[src/rtl/grom_io_uart_tx.sv]
// grom_io_uart_tx: IO-mapped 8N1 UART transmitter for the grom_cpu IO bus.
// CPU writes are queued in a small FIFO; a status port reports fill level, overflow and idle.
module grom_io_uart_tx #(
  parameter logic [11:0] BASE_ADDR  = 12'h000,
  parameter int          CLK_DIV    = 16,
  parameter int          FIFO_DEPTH = 8
) (
  input  logic        clk,
  input  logic        reset,
  input  logic [11:0] addr,
  input  logic [7:0]  data_in,
  output logic [7:0]  data_out,
  input  logic        we,
  input  logic        ioreq,
  output logic        tx,
  output logic        busy
);

  localparam int AW  = $clog2(FIFO_DEPTH);
  localparam int AW1 = AW + 1;
  localparam int CW  = $clog2(CLK_DIV);

  localparam logic [11:0]   CTRL_ADDR = BASE_ADDR + 12'd1;
  localparam logic [AW:0]   DEPTH     = AW1'(FIFO_DEPTH);
  localparam logic [CW-1:0] CYC_LAST  = CW'(CLK_DIV - 1);

  localparam logic [1:0] S_IDLE  = 2'd0;
  localparam logic [1:0] S_START = 2'd1;
  localparam logic [1:0] S_DATA  = 2'd2;
  localparam logic [1:0] S_STOP  = 2'd3;

  logic [7:0]    r_mem [FIFO_DEPTH];
  logic [AW-1:0] r_wr_ptr;
  logic [AW-1:0] r_rd_ptr;
  logic [AW:0]   r_count;
  logic          r_ovf;
  logic [1:0]    r_state;
  logic [CW-1:0] r_cyc;
  logic [2:0]    r_bit;
  logic [7:0]    r_shift;

  logic       w_wr_data;
  logic       w_wr_ctrl;
  logic       w_rd_stat;
  logic       w_full;
  logic       w_empty;
  logic       w_push;
  logic       w_pop;
  logic       w_cyc_end;
  logic [4:0] w_cnt_ext;
  logic [3:0] w_cnt4;

  assign w_wr_data = ioreq & we & (addr == BASE_ADDR);
  assign w_wr_ctrl = ioreq & we & (addr == CTRL_ADDR);
  assign w_rd_stat = ioreq & ~we & (addr == CTRL_ADDR);
  assign w_full    = (r_count == DEPTH);
  assign w_empty   = (r_count == '0);
  // Full is judged on the pre-pop count, so a push into a full FIFO drops even if a pop happens too.
  assign w_push    = w_wr_data & ~w_full;
  assign w_pop     = (r_state == S_IDLE) & ~w_empty;
  assign w_cyc_end = (r_cyc == CYC_LAST);

  always_ff @(posedge clk or negedge reset) begin
    if (!reset) begin
      r_wr_ptr <= '0;
      r_rd_ptr <= '0;
      r_count  <= '0;
      r_ovf    <= 1'b0;
    end else begin
      if (w_push) r_wr_ptr <= r_wr_ptr + AW'(1);
      if (w_pop)  r_rd_ptr <= r_rd_ptr + AW'(1);
      case ({w_push, w_pop})
        2'b10:   r_count <= r_count + AW1'(1);
        2'b01:   r_count <= r_count - AW1'(1);
        default: r_count <= r_count;
      endcase
      if (w_wr_data && w_full)
        r_ovf <= 1'b1;
      else if (w_wr_ctrl && data_in[0])
        r_ovf <= 1'b0;
    end
  end

  always_ff @(posedge clk) begin
    if (w_push) r_mem[r_wr_ptr] <= data_in;
  end

  always_ff @(posedge clk) begin
    if (w_pop)
      r_shift <= r_mem[r_rd_ptr];
    else if ((r_state == S_DATA) && w_cyc_end)
      r_shift <= {1'b0, r_shift[7:1]};
  end

  always_ff @(posedge clk or negedge reset) begin
    if (!reset) begin
      r_state <= S_IDLE;
      r_cyc   <= '0;
      r_bit   <= '0;
    end else begin
      case (r_state)
        S_IDLE: begin
          r_cyc <= '0;
          if (!w_empty) r_state <= S_START;
        end
        S_START: begin
          if (w_cyc_end) begin
            r_state <= S_DATA;
            r_cyc   <= '0;
            r_bit   <= '0;
          end else begin
            r_cyc <= r_cyc + CW'(1);
          end
        end
        S_DATA: begin
          if (w_cyc_end) begin
            r_cyc <= '0;
            r_bit <= r_bit + 3'd1;
            if (r_bit == 3'd7) r_state <= S_STOP;
          end else begin
            r_cyc <= r_cyc + CW'(1);
          end
        end
        S_STOP: begin
          if (w_cyc_end) begin
            r_state <= S_IDLE;
            r_cyc   <= '0;
          end else begin
            r_cyc <= r_cyc + CW'(1);
          end
        end
        default: r_state <= S_IDLE;
      endcase
    end
  end

  // tx decoded from state so an async reset forces the line high immediately.
  always_comb begin
    case (r_state)
      S_START: tx = 1'b0;
      S_DATA:  tx = r_shift[0];
      default: tx = 1'b1;
    endcase
  end

  assign busy      = ~w_empty | (r_state != S_IDLE);
  assign w_cnt_ext = 5'(r_count);
  assign w_cnt4    = (w_cnt_ext > 5'd15) ? 4'hF : w_cnt_ext[3:0];
  assign data_out  = w_rd_stat ? {w_cnt4, 1'b0, r_ovf, ~busy, ~w_full} : 8'h00;

endmodule
[config.mk]
export PLATFORM = sky130hd
export DESIGN_NAME = grom_io_uart_tx
export DESIGN_NICKNAME = d
export VERILOG_FILES = /design/src/rtl/grom_io_uart_tx.sv
export SDC_FILE = /design/constraint.sdc
export NUM_CORES = 1
export LEC_CHECK = 0
export ABC_AREA = 1
export CAP_MARGIN = 40
export CORE_UTILIZATION = 58
export DETAILED_ROUTE_END_ITERATION = 8
export PLACE_DENSITY = 0.8
export RECOVER_POWER = 50
export SYNTH_ARGS = -nofsm -noshare
export SYNTH_HDL_FRONTEND = slang
export SYNTH_SLANG_ARGS = --single-unit
[constraint.sdc]
create_clock -name clk -period 2.3 [get_ports clk]
set_input_delay 0.46 -clock clk [delete_from_list [all_inputs] [get_ports clk]]
set_output_delay 0.46 -clock clk [all_outputs]
set_load 0.005 [all_outputs]
==> reports/qor.yml, run 1 <==
timing:
  period_share_pct: 97.8
  finalHoldViolations: 0
  worst_pin_slew_ns: 1.15
  maxSlewHeadroom_pct: 23.6
  finalCriticalPeriod_ns: 2.25
  maxSlewViolCount: 0
  tns_ns: 0
  max_freq_mhz: 445
  setup_violations: 0
  worst_clock_skew_ns: 0.0105
worst_hold_path:
  hp-class: "reg -> reg"
  hold-path-cell-count: 1
  whs_endpoint: "r_cyc[0]"
  min_from: "r_cyc[0]"
die:
  rows: 30
  floorplan.die.width_microns: 87.3
  die_area_sq_um: 7630
  io_pins: 34
  design.core.area_sq_um: 6910
  initial_core_util_pct: 61.2
  die_h_microns: 87.3
setup_path:
  arrival_ns: 1.79
  cp_max_fo: 7
  startpoint_type: "primary input"
  cp_slowest_stage_delay_ns: 0.43
  required_ns: 1.84
  reg2reg_from: "r_count[1]"
  reg2reg_to: "r_count[3]"
  reg2reg_slack_ns: 0.25
  slowest_stage: "clkdlybuf4s50_1"
  path_class: "in -> out"
  rr_worst_depth: 10
  cp_cell_sequence: "clkdlybuf4s50_1, nor2_2, nand3_2, nor2_4, nand4_1, buf_6, nor2_1, clkdlybuf4s15_1"
  cp-end-kind: "primary output"
clocking:
  cts_hold_buf: 0
  path_clk_slew_ns: 0.09
  clkLatencyLatePin_ns: 0.36
  htreeDepth: 3
  tritoncts: "yes"
  clockRootBuffer: "clkbuf_8"
  clockBufferDepth: 2
  cts.sinks: 92
  cts_made_buffers: 9
final_layout:
  multi_input_area_sq_um: 1370
  syn2layout_area_growth_pct: 17.8
  fillCellCount: 505
  nets: 502
  regArea_sq_um: 2660
  drive_gt1_share_pct: 14.5
  antenna_cells: 0
  instances_no_fill: 566
global_routing:
  grt_pass1_wl_mm: 13.6
  grt_pass1_vias: 2935
  antenna_found_initial: 0
  globalRoute.totalOverflow: 0
  grt_max_degree: 35
  track_usage_pct: 24.3
place:
  port-buffer-count: 32
  place_inst: 547
  gp_congestion: 0.806
  hpwl_mm: 5.64
synthesis:
  ys_warn_count: 0
  syn_area_sq_um: 4220
  synth_top_area_share_pct: 51.2
  yosysUniqueCellTypes: 30
  ys_ff_latch: 92
  synth_area_leader_cell: "edfxtp_1"
  seq_area_frac_synth_pct: 63.0
  synth_cells: 408
  synth_area_leaders: "edfxtp_1 51%, dfrtp_1 12%, nor2_1 8.5%, nand2_1 5.1%, o21ai_0 4.9%"
  syn-num-nets: 445
  avgSynthCellArea_sq_um: 10.4
flow_run:
  cap_violations: 0
routing:
  drc_errors: 0
  drtIter0Drc: 246
  vias: 3067
  ant_nets: 0
  drt_wl_total_mm: 8.45
  dr.pass1.iters: 4
  wl_per_cell_microns: 14.9
  routed_via_density: 5.42
power_and_ir_drop:
  vdd.ir_drop.worst_uv: 433
  p_leak_uw: 0.00204
  power.density_nw_per_um2: 593
status:
  status: "finished, final reports clean"
## cell usage in the layout (no fill, tap or decap), types with 2 or more instances in the layout
cell,n
dlymetal6s2s_1,4
inv_2,2
clkbuf_1,2
clkbuf_2,5
xor2_1,5
inv_6,2
dfrtp_1,20
buf_4,24
clkinv_1,2
clkdlybuf4s50_1,12
clkbuf_8,9
o21ai_0,40
nor2_2,5
nand3_2,4
o21ai_1,2
nor2_4,2
ha_2,2
ha_1,11
edfxtp_1,72
xnor2_1,2
nand4_1,3
nor2_1,93
dlygate4sd3_1,9
nand3_1,32
clkdlybuf4s15_1,2
nand2_1,57
inv_1,30
nand2_2,3
## where the power goes
part	internal, uW	total (uW)	switching (uW)
combinational	41.6	82.3	40.7
sequential	1790	1790	0.354
clock	506	1080	571
total	2340	2950	612
## per-stage QoR
stage	setup WS, ns	utilization (%)	cell area, sq um	hold slack [ns]	total power, uW
global placement	-0.252	68.7	4740	0.447	1910
CTS	0.0102	71.8	4960	0.458	2960
finish	0.0510	72.0	4970	0.463	2950
global route	-0.00189	72.0	4970	0.501	3040
detailed placement	-0.349	68.7	4740	0.454	1910
floorplan	0.336	-	4220	0.164	1840
## sequential cells by signal (all words and copies together) (netlist names)
signal	flops
r_cyc	4
r_count	4
r_mem	64
r_rd_ptr	3
r_wr_ptr	3
r_bit	3
r_ovf	1
r_shift	8
r_state	2
## cell usage after synthesis, drive strengths merged
cell type	number
nand3	36
xnor2	2
inv	32
o22ai	1
a21oi	2
dfrtp	20
nor3	1
nand2	61
nor2	100
ha	13
edfxtp	72
clkbuf	1
nand4	3
xor2	5
conb	1
o21ai	43
clkinv	1
or2	1
buf	12
o211ai	1
## final cells by class
class / count / area share (%)
flip-flops and latches: 92 / 53.5
inverters: 33 / 2.49
well taps: 96 / 2.41
clock buffers: 9 / 2.49
clock inverters: 7 / 1.46
repair buffers: 59 / 10.1
multi-input cells: 270 / 27.5
## layer usage
layer / wire, microns / up-vias / GRT usage, %
met5: 0 / - / 0
met1: 3510 / 1469 / 30.5
met2: 4260 / 95 / 40.9
met3: 541 / 18 / 5.88
li1: - / 1485 / -
met4: 142 / 0 / 9.39
## critical path: cells and delay by family
family | cells | cell delay, ns
and+or+nand+nor | 5 | 0.54
buffers and inverters | 3 | 0.79
## worst max path at each step
stage | to | slack [ns] | depth (start not counted) | start
2_1_floorplan | r_count[2] | 0.34 | 13 | r_state[0]
3_3_place_gp | data_out[0] | -0.25 | 7 | addr[4]
3_5_place_dp | data_out[1] | -0.35 | 7 | addr[3]
4_1_cts | data_out[1] | 0.01 | 8 | addr[7]
5_1_grt | data_out[6] | -0.002 | 8 | addr[6]
6_report | data_out[7] | 0.05 | 8 | addr[6]
## cell families after synthesis
logic type	Yosys count	share of synthesized area (%)
other cells	1	0.0888
fa+ha+maj	13	3.85
xor+xnor	7	1.45
simple gates	202	20.5
flops	92	63.0
compound gates	47	5.75
buf+inv	46	5.33
## what timing repair did
action,in CTS,in global routing
resized for setup,8,29
buffers inserted,3,0
setup endpoints to repair,8,12
pin swaps,1,4
Note: power is estimated with default switching activity, not from simulation.
==> inputs of run 2 (changes only) <==
--- a/config.mk
+++ b/config.mk
@@ -11,6 +11,7 @@
 export DETAILED_ROUTE_END_ITERATION = 8
 export PLACE_DENSITY = 0.8
 export RECOVER_POWER = 50
+export REMOVE_ABC_BUFFERS = 1
 export SYNTH_ARGS = -nofsm -noshare
 export SYNTH_HDL_FRONTEND = slang
 export SYNTH_SLANG_ARGS = --single-unit
==> reports/qor.yml, run 2 (same netlist as run 1, synthesis figures left out) <==
final_layout:
  instances_no_fill: 570  # +0.71%
  largest_reg_flops: 64  # unchanged
  regArea_sq_um: 2660  # unchanged
  final_common_cell: "nor2_1"
  drive_gt1_share_pct: 15.8  # +1.4 points
  multi_input_area_sq_um: 1390  # +1.5%
  final_cell_mix: "94 x nor2_1, 72 x edfxtp_1, 57 x nand2_1"
  nets: 506  # +0.80%
  reg_top3: "r_mem (64), r_shift (8)"
  fillCellCount: 498  # -1.4%
  syn2layout_area_growth_pct: 19.4
  top_register: "r_mem"
  antenna_cells: 0  # unchanged
  finish.instance_area_sq_um: 5040  # +1.4%
setup_path:
  startpoint_type: "primary input"
  startpoint: "addr[0]"
  worst-path-buf-inv: 5  # +2
  worstSetupPathDepth: 8  # unchanged
  arrival_ns: 1.75  # -0.04 ns
  reg2reg_from: "r_state[1]"
  cp_slowest_stage_delay_ns: 0.47  # +0.04 ns
  reg2reg_slack_ns: 0.26  # about the same
  cp_common_cell: "buf_4"
  cp_max_fo: 4  # -3
  required_ns: 1.84  # about the same
  slowest_stage: "clkdlybuf4s50_1"
  path_delay_family: "buffers and inverters"
  endpoint: "data_out[7]"
  reg2reg_to: "r_count[2]"
  cp_cell_sequence: "clkdlybuf4s50_1, inv_1, nor2_4, nand4_1, buf_4, buf_4, nor2_2, buf_2"
  cp-end-kind: "primary output"
  path_class: "in -> out"
  rr_worst_depth: 12  # +2
power_and_ir_drop:
  seq_power_share_pct: 59.3  # -1.4 points
  swShare_pct: 21.9  # +1.1 points
  power.switching_uw: 660  # +7.7%
  p_leak_uw: 0.00212  # +4.0%
  vdd.ir_drop.worst_uv: 465  # +7.4%
  power.density_nw_per_um2: 598  # +0.85%
  p_int_uw: 2360  # +0.82%
  clkPwrFrac_pct: 38.0  # +1.5 points
  p_comb_share_pct: 2.6  # -0.2 points
clocking:
  cts.sinks: 92  # unchanged
  clockBufferDepth: 2  # unchanged
  clkLatencyLatePin_ns: 0.36  # about the same
  tritoncts: "yes"
  htreeDepth: 3  # unchanged
  path_clk_slew_ns: 0.10  # about the same
  cts_made_buffers: 9  # unchanged
  clockRootBuffer: "clkbuf_8"
timing:
  maxSlewViolCount: 0  # unchanged
  timing.final.ws_setup_ns: 0.0926  # +0.0417 ns
  finalCriticalPeriod_ns: 2.21  # -0.0417 ns
  maxSlewHeadroom_pct: 23.3  # -0.29 points
  period_share_pct: 96.0  # -1.8 points
  max_freq_mhz: 453  # +1.9%
  grt_setup_unrepaired: "false"
  worst_pin_slew_ns: 1.15  # +0.00433 ns
  tns_ns: 0  # unchanged
  worst_clock_skew_ns: 0.0160  # +0.00553 ns
  finalHoldViolations: 0  # unchanged
  setup_violations: 0  # unchanged
routing:
  dr.pass1.iters: 4  # unchanged
  ant_nets: 0  # unchanged
  drc_errors: 0  # unchanged
  vias: 3068  # +0.033%
  wl_per_cell_microns: 14.8  # -0.76%
  drtIter0Drc: 201  # -18%
  routed_via_density: 5.38  # -0.67%
  drt_wl_total_mm: 8.45  # about the same
place:
  gp_congestion: 0.804  # -0.30%
  port-buffer-count: 32  # unchanged
  place_inst: 545  # -0.37%
  hpwl_mm: 5.52  # -2.1%
  dp_worst_setup_slack_ns: -0.312  # +0.0362 ns
  place_area_sq_um: 4730  # -0.32%
global_routing:
  grt_pass1_wl_mm: 13.5  # -0.71%
  grt_pass1_vias: 2862  # -2.5%
  globalRoute.totalOverflow: 0  # unchanged
  antenna_found_initial: 0  # unchanged
  grt_max_degree: 34  # -2.9%
  track_usage_pct: 24.1  # -0.20 points
status:
  status: "finished, final reports clean"
die:
  io_pins: 34  # unchanged
  die_h_microns: 87.3  # unchanged
  design.core.area_sq_um: 6910  # unchanged
  initial_core_util_pct: 61.2  # unchanged
  rows: 30  # unchanged
  die_area_sq_um: 7630  # unchanged
  floorplan.die.width_microns: 87.3  # unchanged
flow_run:
  cap_violations: 0  # unchanged
worst_hold_path:
  hp-class: "reg -> reg"
  min_from: "r_cyc[0]"
## run 2: final cells by class
class                      instances  area share, %
inverter                          33           2.46
tap                               96           2.38
clock inverter                     7           1.71
clock buffer                       9           2.46
timing repair buffer              63           10.7
sequential                        92           52.8
multi-input combinational        270           27.5
## run 2: metal layers
metal / GRT usage [%] / vias to the layer above / routed length, microns
met5: 0 / - / 0
met1: 30.8 / 1460 / 3600
li1: - / 1491 / -
met4: 9.24 / 0 / 157
met2: 39.6 / 102 / 4160
met3: 6.35 / 15 / 533
## run 2: worst min path at each step
stage | slack, ns | end | depth (start not counted)
3_3_place_gp | 0.45 | r_cyc[0] | 1
2_1_floorplan | 0.16 | r_bit[0] | 0
4_1_cts | 0.42 | r_cyc[1] | 2
6_report | 0.47 | r_cyc[0] | 1
5_1_grt | 0.50 | r_cyc[0] | 1
3_5_place_dp | 0.46 | r_cyc[0] | 1
## run 2: timing repair
item / 4_1_cts / 5_1_grt
endpoints found under the setup margin: 9 / 12
hold buffers: 0 / 0
hold endpoints to repair: 0 / 0
pin swaps: 10 / 9
setup buffers: 5 / 4
gates resized for setup: 30 / 20
## run 2: power by group through the flow
stage / combinational, uW / clock (uW) / sequential, uW
2_1_floorplan: 12.3 / 0 / 1830
3_3_place_gp: 79.9 / 0 / 1830
3_5_place_dp: 82.5 / 0 / 1830
4_1_cts: 81.6 / 1160 / 1790
5_1_grt: 87.8 / 1220 / 1790
6_report: 79.1 / 1150 / 1790
## run 2: worst reg2reg max path, cell delays in order (launching register included)
cell     delay, ns
dfrtp_1       0.42
inv_1         0.12
ha_1          0.24
nand2_4       0.12
inv_2         0.10
ha_4          0.14
nand2_1       0.06
inv_1         0.08
nor2_1        0.05
ha_1          0.18
a21oi_2       0.12
xor2_1        0.17
o21ai_0       0.09
## run 2: through the flow
step	util, %	power [uW]	hold slack (ns)
after detailed placement	68.5	1910	0.456
after global placement	68.5	1910	0.448
after CTS	71.9	3030	0.425
final	73.0	3020	0.473
after global routing	73.0	3100	0.504
after floorplan	-	1840	0.164
